--- config.mk ---
export PLATFORM = sky130hd
export DESIGN_NAME = gb_alu_seq_flat
export DESIGN_NICKNAME = d
export VERILOG_FILES = /design/src/rtl/gb_alu_seq_if.sv /design/src/rtl/gb_alu_seq.sv /design/src/flat_wrapper.sv
export SDC_FILE = /design/constraint.sdc
export NUM_CORES = 1
export LEC_CHECK = 0
export CAP_MARGIN = 20
export CORE_MARGIN = 3
export CORE_UTILIZATION = 55
export DETAILED_ROUTE_END_ITERATION = 10
export GPL_ROUTABILITY_DRIVEN = 0
export PLACE_DENSITY = 0.78
export SYNTH_ARGS = -nofsm -noshare
export SYNTH_HDL_FRONTEND = slang
export SYNTH_SLANG_ARGS = --single-unit
--- constraint.sdc ---
create_clock -name clk -period 5.8 [get_ports clk]
set_clock_uncertainty 0.15 [all_clocks]
set_input_delay 0.58 -clock clk [delete_from_list [all_inputs] [get_ports clk]]
set_output_delay 0.58 -clock clk [all_outputs]
set_load 0.02 [all_outputs]
--- src/rtl/gb_alu_seq_if.sv ---
// Request/response bundle between the decoder/sequencer and gb_alu_seq.
// Request side: start, grp, op, bit_index, a_in, b_in, flags_in.
// Response side: busy, done, res, flags_res, wr_en_flags. W = operand width.
interface gb_alu_seq_if #(
    parameter int W = 16
);
    logic         start;
    logic [1:0]   grp;
    logic [2:0]   op;
    logic [2:0]   bit_index;
    logic [W-1:0] a_in;
    logic [W-1:0] b_in;
    logic [7:0]   flags_in;
    logic         busy;
    logic         done;
    logic [W-1:0] res;
    logic [7:0]   flags_res;
    logic         wr_en_flags;

    modport master (
        output start, grp, op, bit_index, a_in, b_in, flags_in,
        input  busy, done, res, flags_res, wr_en_flags
    );

    modport slave (
        input  start, grp, op, bit_index, a_in, b_in, flags_in,
        output busy, done, res, flags_res, wr_en_flags
    );
endinterface

--- src/rtl/gb_alu_seq.sv ---
// Sequential Game Boy ALU: 8-bit arith/logic/misc/CB ops plus 16-bit ADD/INC/DEC in two byte passes.
// Latency: 1 cycle for byte ops, 2 cycles for wide ops (busy high for the middle cycle).
// Backpressure: start is ignored while busy; there is no request queue.
// Ports: clk, rst (async, active high), bus (gb_alu_seq_if.slave; its W must equal 8*NPASS).
module gb_alu_seq #(
    parameter int NPASS  = 2,
    parameter int DAA_EN = 1,
    parameter int CB_EN  = 1
) (
    input  logic        clk,
    input  logic        rst,
    gb_alu_seq_if.slave bus
);
    localparam int W = 8 * NPASS;

    typedef enum logic {IDLE, HI} state_t;
    state_t state;

    // Operands are viewed as 16 bits regardless of W so the wide path is uniform.
    logic [15:0] a_ext, b_ext;
    logic [7:0]  a8, b8;
    logic        zin, nin, hin, cin;
    logic        unused_flag_bits;

    assign a_ext = 16'(bus.a_in);
    assign b_ext = 16'(bus.b_in);
    assign a8    = a_ext[7:0];
    assign b8    = b_ext[7:0];
    assign zin   = bus.flags_in[7];
    assign nin   = bus.flags_in[6];
    assign hin   = bus.flags_in[5];
    assign cin   = bus.flags_in[4];
    assign unused_flag_bits = &{1'b0, bus.flags_in[3:0]};

    // Single-cycle byte datapath.
    logic [7:0] r8, corr;
    logic       z, n, h, c, wr_c, illegal, wide, cx;
    logic [8:0] t9;
    logic [4:0] t5;

    always_comb begin
        r8 = a8; z = zin; n = nin; h = hin; c = cin;
        wr_c = 1'b1; illegal = 1'b0; wide = 1'b0;
        t9 = '0; t5 = '0; corr = '0; cx = 1'b0;
        unique case (bus.grp)
            2'b00: begin
                cx = cin & ((bus.op == 3'd1) | (bus.op == 3'd3));
                case (bus.op)
                    3'd0, 3'd1: begin
                        t9 = {1'b0, a8} + {1'b0, b8} + {8'd0, cx};
                        t5 = {1'b0, a8[3:0]} + {1'b0, b8[3:0]} + {4'd0, cx};
                        r8 = t9[7:0]; n = 1'b0; h = t5[4]; c = t9[8];
                    end
                    3'd2, 3'd3, 3'd7: begin
                        // Borrow shows up as bit 8 / bit 4 of the extended difference.
                        t9 = {1'b0, a8} - {1'b0, b8} - {8'd0, cx};
                        t5 = {1'b0, a8[3:0]} - {1'b0, b8[3:0]} - {4'd0, cx};
                        r8 = t9[7:0]; n = 1'b1; h = t5[4]; c = t9[8];
                    end
                    3'd4:    begin r8 = a8 & b8; n = 1'b0; h = 1'b1; c = 1'b0; end
                    3'd5:    begin r8 = a8 ^ b8; n = 1'b0; h = 1'b0; c = 1'b0; end
                    default: begin r8 = a8 | b8; n = 1'b0; h = 1'b0; c = 1'b0; end
                endcase
                z = (r8 == 8'd0);
                if (bus.op == 3'd7) r8 = a8;   // CP: compare only, A unchanged
            end
            2'b01: begin
                case (bus.op)
                    3'd0: begin r8 = {a8[6:0], a8[7]}; c = a8[7]; z = 1'b0; n = 1'b0; h = 1'b0; end
                    3'd1: begin r8 = {a8[0], a8[7:1]}; c = a8[0]; z = 1'b0; n = 1'b0; h = 1'b0; end
                    3'd2: begin r8 = {a8[6:0], cin};   c = a8[7]; z = 1'b0; n = 1'b0; h = 1'b0; end
                    3'd3: begin r8 = {cin, a8[7:1]};   c = a8[0]; z = 1'b0; n = 1'b0; h = 1'b0; end
                    3'd4: begin
                        if (DAA_EN == 0) begin
                            illegal = 1'b1;
                        end else if (!nin) begin
                            if (hin || (a8[3:0] > 4'd9)) corr[3:0] = 4'h6;
                            if (cin || (a8 > 8'h99)) begin corr[7:4] = 4'h6; c = 1'b1; end
                            r8 = a8 + corr;
                        end else begin
                            if (hin) corr[3:0] = 4'h6;
                            if (cin) corr[7:4] = 4'h6;
                            r8 = a8 - corr;
                        end
                        z = (r8 == 8'd0); h = 1'b0;
                    end
                    3'd5:    begin r8 = ~a8; n = 1'b1; h = 1'b1; end
                    3'd6:    begin n = 1'b0; h = 1'b0; c = 1'b1; end
                    default: begin n = 1'b0; h = 1'b0; c = ~cin; end
                endcase
            end
            2'b10: begin
                if (CB_EN == 0) begin
                    illegal = 1'b1;
                end else begin
                    case (bus.op)
                        3'd0:    begin r8 = {b8[6:0], b8[7]}; c = b8[7]; end
                        3'd1:    begin r8 = {b8[0], b8[7:1]}; c = b8[0]; end
                        3'd2:    begin r8 = {b8[6:0], cin};   c = b8[7]; end
                        3'd3:    begin r8 = {cin, b8[7:1]};   c = b8[0]; end
                        3'd4:    begin r8 = {b8[6:0], 1'b0};  c = b8[7]; end
                        3'd5:    begin r8 = {b8[7], b8[7:1]}; c = b8[0]; end
                        3'd6:    begin r8 = {b8[3:0], b8[7:4]}; c = 1'b0; end
                        default: begin r8 = {1'b0, b8[7:1]};  c = b8[0]; end
                    endcase
                    z = (r8 == 8'd0); n = 1'b0; h = 1'b0;
                end
            end
            default: begin
                if (CB_EN == 0) begin
                    illegal = 1'b1;
                end else begin
                    case (bus.op)
                        3'd0, 3'd6, 3'd7: begin
                            if (NPASS < 2) illegal = 1'b1;
                            else           wide = 1'b1;
                        end
                        3'd1: begin r8 = b8; z = ~b8[bus.bit_index]; n = 1'b0; h = 1'b1; end
                        3'd2: begin r8 = b8 & ~(8'd1 << bus.bit_index); wr_c = 1'b0; end
                        3'd3: begin r8 = b8 | (8'd1 << bus.bit_index);  wr_c = 1'b0; end
                        3'd4: begin r8 = b8 + 8'd1; z = (r8 == 8'd0); n = 1'b0; h = (b8[3:0] == 4'hF); end
                        default: begin r8 = b8 - 8'd1; z = (r8 == 8'd0); n = 1'b1; h = (b8[3:0] == 4'h0); end
                    endcase
                end
            end
        endcase
    end

    // Wide ops: low byte on the start edge, high byte from latched operands on the next.
    logic [8:0] lo9, hi9;
    logic [4:0] hh5;
    logic [7:0] lat_lo, lat_a_hi, lat_b_hi, lat_f;
    logic [2:0] lat_op;
    logic       lat_c;

    assign lo9 = (bus.op == 3'd0) ? ({1'b0, a8} + {1'b0, b8}) :
                 (bus.op == 3'd6) ? ({1'b0, a8} + 9'd1) : ({1'b0, a8} - 9'd1);

    always_comb begin
        hh5 = {1'b0, lat_a_hi[3:0]} + {1'b0, lat_b_hi[3:0]} + {4'd0, lat_c};
        case (lat_op)
            3'd0:    hi9 = {1'b0, lat_a_hi} + {1'b0, lat_b_hi} + {8'd0, lat_c};
            3'd6:    hi9 = {1'b0, lat_a_hi} + {8'd0, lat_c};
            default: hi9 = {1'b0, lat_a_hi} - {8'd0, lat_c};
        endcase
    end

    always_ff @(posedge clk or posedge rst) begin
        if (rst) begin
            state           <= IDLE;
            bus.busy        <= 1'b0;
            bus.done        <= 1'b0;
            bus.wr_en_flags <= 1'b0;
            bus.res         <= '0;
            bus.flags_res   <= '0;
            lat_c           <= 1'b0;
            lat_lo          <= '0;
            lat_a_hi        <= '0;
            lat_b_hi        <= '0;
            lat_f           <= '0;
            lat_op          <= '0;
        end else begin
            bus.done        <= 1'b0;
            bus.wr_en_flags <= 1'b0;
            bus.busy        <= 1'b0;
            case (state)
                IDLE: begin
                    if (bus.start) begin
                        if (wide) begin
                            state    <= HI;
                            bus.busy <= 1'b1;
                            lat_lo   <= lo9[7:0];
                            lat_c    <= lo9[8];
                            lat_a_hi <= a_ext[15:8];
                            lat_b_hi <= b_ext[15:8];
                            lat_f    <= bus.flags_in & 8'hF0;
                            lat_op   <= bus.op;
                        end else if (illegal) begin
                            bus.done      <= 1'b1;
                            bus.res       <= bus.a_in;
                            bus.flags_res <= bus.flags_in & 8'hF0;
                        end else begin
                            bus.done        <= 1'b1;
                            bus.res         <= W'(r8);
                            bus.flags_res   <= {z, n, h, c, 4'b0000};
                            bus.wr_en_flags <= wr_c;
                        end
                    end
                end
                default: begin
                    state    <= IDLE;
                    bus.done <= 1'b1;
                    bus.res  <= W'({hi9[7:0], lat_lo});
                    if (lat_op == 3'd0) begin
                        // ADD16 keeps Z; H/C come from bits 11/15 of the high pass.
                        bus.flags_res   <= {lat_f[7], 1'b0, hh5[4], hi9[8], 4'b0000};
                        bus.wr_en_flags <= 1'b1;
                    end else begin
                        bus.flags_res   <= lat_f;
                    end
                end
            endcase
        end
    end
endmodule

--- src/flat_wrapper.sv ---
// flat-port wrapper written by rule: the top's interface ports become plain ports
module gb_alu_seq_flat 
#(
    parameter int NPASS  = 2,
    parameter int DAA_EN = 1,
    parameter int CB_EN  = 1
)
  (clk, rst, bus_start, bus_grp, bus_op, bus_bit_index, bus_a_in, bus_b_in, bus_flags_in, bus_busy, bus_done, bus_res, bus_flags_res, bus_wr_en_flags);
  gb_alu_seq_if #(.W(16)) bus_i ();
  input  logic clk;
  input  logic rst;
  input wire logic [$bits(bus_i.start)-1:0] bus_start;
  input wire logic [$bits(bus_i.grp)-1:0] bus_grp;
  input wire logic [$bits(bus_i.op)-1:0] bus_op;
  input wire logic [$bits(bus_i.bit_index)-1:0] bus_bit_index;
  input wire logic [$bits(bus_i.a_in)-1:0] bus_a_in;
  input wire logic [$bits(bus_i.b_in)-1:0] bus_b_in;
  input wire logic [$bits(bus_i.flags_in)-1:0] bus_flags_in;
  output wire logic [$bits(bus_i.busy)-1:0] bus_busy;
  output wire logic [$bits(bus_i.done)-1:0] bus_done;
  output wire logic [$bits(bus_i.res)-1:0] bus_res;
  output wire logic [$bits(bus_i.flags_res)-1:0] bus_flags_res;
  output wire logic [$bits(bus_i.wr_en_flags)-1:0] bus_wr_en_flags;
  assign bus_i.start = bus_start;
  assign bus_i.grp = bus_grp;
  assign bus_i.op = bus_op;
  assign bus_i.bit_index = bus_bit_index;
  assign bus_i.a_in = bus_a_in;
  assign bus_i.b_in = bus_b_in;
  assign bus_i.flags_in = bus_flags_in;
  assign bus_busy = bus_i.busy;
  assign bus_done = bus_i.done;
  assign bus_res = bus_i.res;
  assign bus_flags_res = bus_i.flags_res;
  assign bus_wr_en_flags = bus_i.wr_en_flags;
  gb_alu_seq #(.NPASS(NPASS), .DAA_EN(DAA_EN), .CB_EN(CB_EN)) u_core (.clk(clk), .rst(rst), .bus(bus_i));
endmodule
* After elaboration in Yosys (flattened, before gate mapping)
Index checks and enable logic that the tools add are counted.
** Word-level totals
- Output and inout bits :: 27
- Input port bits :: 51
- Bits in registers :: 59
- Logic and storage cells :: 154
** Operators by class
- Reduce and logical (&&, ||, !) cells :: 25
- Equality and inequality tests :: 12
- $add $sub $neg :: 20
- Bitwise logic cells :: 12
- Multiplexer cells :: 70
- Shift operators :: 1
- $lt $le $gt $ge :: 3
** Operators with widths (count)
- $mux W8 :: 9
- $pmux W8 S7 :: 1
- $mux W16 :: 3
- $mux W4 :: 12
- $pmux W8 S6 :: 1
- $logic_not A8 Y1 :: 5
- $pmux W8 S5 :: 1
- $pmux W8 S4 :: 1
- $pmux W8 S3 :: 1
- $pmux W1 S3 :: 7
- $mux W1 :: 19
- $add A8 B8 Y9 :: 2
- $add A9 B1 Y9 :: 2
- $mux W9 :: 2
- $pmux W9 S2 :: 1
- $and A8 B8 Y8 :: 2
- $not A8 Y8 :: 2
- $or A8 B8 Y8 :: 2
- $eq A3 B3 Y1 const B :: 5
- $mux W3 :: 4
- $reduce_or A3 Y1 :: 4
- $add A4 B4 Y5 :: 2
- $add A5 B1 Y5 :: 2
- $pmux W1 S2 :: 5
- other kinds (39) :: 48

* Longest topological paths before layout
- Depth in word-level cells :: 16
- Gate-level depth with buffers :: 17
- Depth with buffers taken out :: 16

* Worst setup path after synthesis
No wires, ideal clock.
- Path kind :: input-to-reg
- Start :: in bus_op[0]
- End :: reg u_core.bus.flags_res[4]
- Cell stages on the path :: 15
- Arrival :: 3701 ps
- Setup time :: 151 ps
- Path slack :: 1798 ps
- Data required time :: 5499 ps
- Buffers on the path :: 4
- Path through :: buf_2 > buf_2 > buf_1 > clkbuf_1 > nand3_1 > fa_1 > fa_1 > o21a_1 > o221a_2 > a21o_1 > a21oi_1 > xnor2_1 > nor2_1 > o221ai_1 > o311ai_0
** Between the ends
- Word-level cells in the longest chain between the ends :: 9
- Elaborated cells on any way between the ends :: 29
- Those cells by class :: 2 x add/sub; 8 x eq/ne; 9 x mux; 2 x bitwise; 8 x reduce/logical
** RTL lines
- start, declared :: RTL line flat_wrapper.sv:14 : input wire logic [$bits(bus_i.op)-1:0] bus_op;
- $eq A3 B1 Y1 or $eq A3 B2 Y1 (tied branches) :: RTL line gb_alu_seq.sv:47, gb_alu_seq.sv:48, gb_alu_seq.sv:68
- $or A1 B1 Y1 :: RTL line gb_alu_seq.sv:47 : cx = cin & ((bus.op == 3'd1) | (bus.op == 3'd3));
- $and A1 B1 Y1 :: RTL line gb_alu_seq.sv:47
- $sub A9 B1 Y9 or $add A9 B1 Y9 (tied branches) :: RTL line gb_alu_seq.sv:56, gb_alu_seq.sv:50
- $pmux W1 S2 :: RTL line gb_alu_seq.sv:48 : case (bus.op)
- $pmux W1 S3 :: RTL line gb_alu_seq.sv:45 : unique case (bus.grp)
- $mux W8 :: RTL line gb_alu_seq.sv:169 : if (wide) begin
- $mux W8 :: RTL line gb_alu_seq.sv:168 : if (bus.start) begin
- $mux W8 :: RTL line gb_alu_seq.sv:166 : case (state)
- end signal, assigned :: RTL line gb_alu_seq.sv:181 : bus.flags_res <= bus.flags_in & 8'hF0;
- end signal, assigned :: RTL line gb_alu_seq.sv:185 : bus.flags_res <= {z, n, h, c, 4'b0000};
- end signal, assigned :: RTL line gb_alu_seq.sv:196 : bus.flags_res <= {lat_f[7], 1'b0, hh5[4], hi9[8], 4'b0000};
- end, declared :: RTL line gb_alu_seq_if.sv:27 : output busy, done, res, flags_res, wr_en_flags
Several ways; a longest one is shown, not always the timed one. The select of a mux whose other input is x is not followed.
A chain may end at the register's enable or synchronous reset.

* Final worst setup path
- Start :: in bus_a_in[2]
- End :: reg u_core.bus.res[5]
** Between the ends
- Word-level cells in the longest chain between the ends :: 15
- Elaborated cells on any way between the ends :: 29
- Those cells by class :: 6 x add/sub; 2 x order compare; 19 x mux; 2 x reduce/logical
** RTL lines
- start, declared :: RTL line flat_wrapper.sv:16 : input wire logic [$bits(bus_i.a_in)-1:0] bus_a_in;
- $gt A8 B8 Y1 or $gt A4 B4 Y1 (tied branches) :: RTL line gb_alu_seq.sv:78, gb_alu_seq.sv:77
- $logic_or A1 B1 Y1 (on tied branches) :: RTL line gb_alu_seq.sv:78, gb_alu_seq.sv:77
- $mux W3 (on tied branches) :: RTL line gb_alu_seq.sv:78, gb_alu_seq.sv:77
- $mux W4 :: RTL line gb_alu_seq.sv:76 : end else if (!nin) begin
- $mux W4 :: RTL line gb_alu_seq.sv:68 : case (bus.op)
- $mux W4 :: RTL line gb_alu_seq.sv:45
- $add A8 B8 Y8 :: RTL line gb_alu_seq.sv:79 : r8 = a8 + corr;
- $mux W8 :: RTL line gb_alu_seq.sv:76
- $mux W8 :: RTL line gb_alu_seq.sv:68
- $mux W8 :: RTL line gb_alu_seq.sv:45
- $pmux W8 S6 :: RTL line gb_alu_seq.sv:68
- $pmux W8 S3 * :: RTL line gb_alu_seq.sv:45
- $mux W16 * :: RTL line gb_alu_seq.sv:169
- $mux W16 * :: RTL line gb_alu_seq.sv:168
- $mux W16 * :: RTL line gb_alu_seq.sv:166
- end signal, assigned :: RTL line gb_alu_seq.sv:180 : bus.res <= bus.a_in;
- end signal, assigned :: RTL line gb_alu_seq.sv:184 : bus.res <= W'(r8);
- end signal, assigned :: RTL line gb_alu_seq.sv:193 : bus.res <= W'({hi9[7:0], lat_lo});
- end, declared :: RTL line gb_alu_seq_if.sv:27
Mark *: on every way between the ends. The rest lies on a longest branch, timed or not. The select of a mux whose other input is x is not followed.

==> metrics <==
status=complete, no violations; Core ar.=roughly 12,000 um^2; Synth area leader=dfrtp_1; H-tree levels=2; clk slew on worst S/H paths=~0.070 ns; cell-internal power=between 0.9 and 1 mW; Detailed Routing Iterations Pass 1=8; RSZ-0062 raised after global routing=no; routed vias=between 7,000 and 8,000; commonest cells in the netlist=nand2_1 (154), a21oi_1 (74), o21ai_0 (74); Worst-Margin Slew=~1.0 ns; hold endpoint=u_core.bus.res[1]$_DFFE_PP0P_; ys async rst share=1.000; final setup fails=0; Routed Antenna Nets=0; post-route setup TNS=0 ns; worst flop-to-flop path startpoint=u_core.lat_c$_DFFE_PP0P_; vias in the first global route=between 6,000 and 7,000; Num CTS Buffers=5; Sw Pwr=0.6990 mW; DR iter-0 viols=~950; synthesis-to-layout area growth=12.98%; DIE HEIGHT=118.4 um; routed length per instance=slightly below 20 um; pre-CTS setup slack=between 1 and 1.5 ns; element type at the critical path end=flop; CP arrival=4.47 ns; Synth top area share=0.1982; io pins=78; Skew-Pair Late Insertion Delay=between 0.2 and 0.3 ns; combinational power share=0.519; GRT Max-Usage Layer=met2; crit share post-route=0.7674; TritonCTS clock tree=built; met1 usage=0.4497; hold_sp=u_core.lat_lo[1]$_DFFE_PP0P_; post-synthesis sequential area ratio=0.1982; hold path depth=2; Core Util, Final=0.6450; initial antenna violation count=0; Reg2Reg Capture Point=u_core.bus.flags_res[4]$_DFFE_PP0P_; clk root buf=clkbuf_16; cell area power density=215.2 nW/um^2; area of the multi-input gates=between 5000 and 6000 um^2; Sequential Power Share=0.305; clk buf depth=2; Inserted Diodes=0; slew margin rel.=0.3040; Setup CP Type=input pin to flop; fin crit period=about 4.5 ns; all-layer global routing usage=0.3153; Worst EP required=approximately 5.8 ns; switching share of power=0.4141; total power=1.688 mW; DRC Markers=0; largest net degree at the start of global routing=56; static leakage=about 3.4 nW; M2 GR Usage=0.4695; total congestion overflow=0; layout cells sized above 1=0.05236; crit-path max FO=8; nets=about 1,100; hold_buf cts=0; die area=about 14,000 um^2; EDFF count, synth=0; port buffer count=69; Post-CTS Setup Inserts=0; initial core utilization=0.5709; worst-case reg-to-reg path depth=11; Post-Route WL=about 22,000 um; Fin. Hold Viols=0; vias per inst=6.432; Max Freq=roughly 220 MHz; met3 Use GR=0.07225; Synth Flop Type=dfrtp_1; first-pass GRT wire length=~36,000 um; most common cell in the netlist=nand2_1; post-synthesis cell type count=a little under 80; FP Rows=40; post-synthesis instance total=941; Fill cells=1,134; Hold WC Path Type=flop to flop; maximum VDD drop=0.0001628 V; Die X=roughly 120 um; post-CTS sizing=0; setup slack, reg-to-reg=between 2 and 3 ns; dpl hpwl=16,820 um; Synthesis Warnings=0; maxcap violations=0; WHS=0.3328 ns; FF+latch count, synth=between 50 and 60; Slew Limit Fails=0; startpoint types=input pin; top cells by area, synth=dfrtp_1 (20%), ha_1 (12%), nand2_1 (8.3%), a21oi_1 (5.3%), o21ai_0 (5.3%); Post-Syn Area=6943 um^2; Worst Slack Setup Final=1.349 ns; Mean Syn Cell Area=7.378 um^2; clock share of power=0.177; CTS sink count=55; FF/Latch Area=between 1000 and 1500 um^2
## power by group through the flow
stage                     sequential, mW  combinational (mW)  clock (mW)
final                              0.514               0.875       0.298
after global routing               0.523               0.967       0.314
after CTS                          0.513               0.856       0.302
after detailed placement           0.520               0.848           0
after global placement             0.519               0.831           0
after floorplan                    0.528               0.584           0
## critical path, cell delays in order
cell	delay, ns
clkdlybuf4s50_1	0.45
buf_4	0.21
inv_1	0.20
a21oi_1	0.44
nor2_1	0.11
inv_1	0.09
nand2_1	0.11
nand2_1	0.12
ha_1	0.18
o21ai_0	0.13
a211oi_1	0.52
xor2_1	0.13
o21ai_0	0.38
a31oi_1	0.14
a211oi_1	0.33
o21ai_0	0.19
a21boi_0	0.16
## kinds of logic after synthesis
logic type | count (synthesis) | share of synthesized area
other cells | 1 | 0.0005401
xor+xnor | 54 | 0.06920
fa+ha+maj | 75 | 0.1438
flops | 55 | 0.1982
simple gates | 318 | 0.2031
mux | 16 | 0.02667
buf+inv | 118 | 0.06938
compound gates | 304 | 0.2891
## per-stage QoR
step / std cells / area [um^2]
finish: 1142 / 7844
global route: 1142 / 7844
CTS: 1142 / 7844
detailed placement: 1135 / 7700
global placement: 1135 / 7700
floorplan: 944 / 6954
## cell type report
cell class              instances  area share
well taps                     168     0.02680
clock inverters                 1   0.0006381
clock buffers                   6     0.01771
multi-input cells             771      0.6497
flip-flops and latches         55      0.1755
repair buffers                 88      0.1043
inverters                      53     0.02536
## sequential cells by signal, summed over array words and instances, names as in the netlist
register                cells
u_core.bus.done             1
u_core.bus.flags_res        4
u_core.lat_b_hi             8
u_core.lat_c                1
u_core.lat_op               3
u_core.lat_f                4
u_core.lat_a_hi             8
u_core.bus.busy             1
u_core.lat_lo               8
u_core.bus.wr_en_flags      1
u_core.bus.res             16
## worst max path at each step
stage	cells past startpoint	slack, ns	endpoint	start
floorplan	15	1.80	u_core.bus.flags_res[4]$_DFFE_PP0P_	bus_op[0]
global placement	12	1.28	u_core.bus.flags_res[7]$_DFFE_PP0P_	bus_b_in[0]
detailed placement	12	1.27	u_core.bus.flags_res[7]$_DFFE_PP0P_	bus_b_in[0]
CTS	12	1.56	u_core.bus.flags_res[7]$_DFFE_PP0P_	bus_b_in[0]
global route	11	1.24	u_core.bus.flags_res[7]$_DFFE_PP0P_	bus_b_in[1]
finish	17	1.35	u_core.bus.res[5]$_DFFE_PP0P_	bus_a_in[2]
## placed cells by master, fill, tap and decap left out, drive strengths merged, types with 7 or more instances in the layout
cell           instances
o21ai                 74
o21a                  11
a21o                  10
inv                   53
xor2                  14
o221ai                 9
and3                   7
a21oi                 75
clkdlybuf4s50         66
a31oi                 16
nor2                  68
fa                     8
nand2b                 9
o211ai                19
nand2                154
nand3                 29
or3                   10
o32ai                  7
ha                    67
mux2i                 14
dfrtp                 55
xnor2                 40
nor3                  17
nor2b                  8
o22ai                  7
a211oi                16
buf                   22
## metal layers
metal	vias to the layer above	routed length (um)
li1	3435	-
met1	3364	9737
met2	451	9345
met3	95	2533
met4	0	879
met5	-	0
Note: power is estimated with default switching activity, not from simulation.
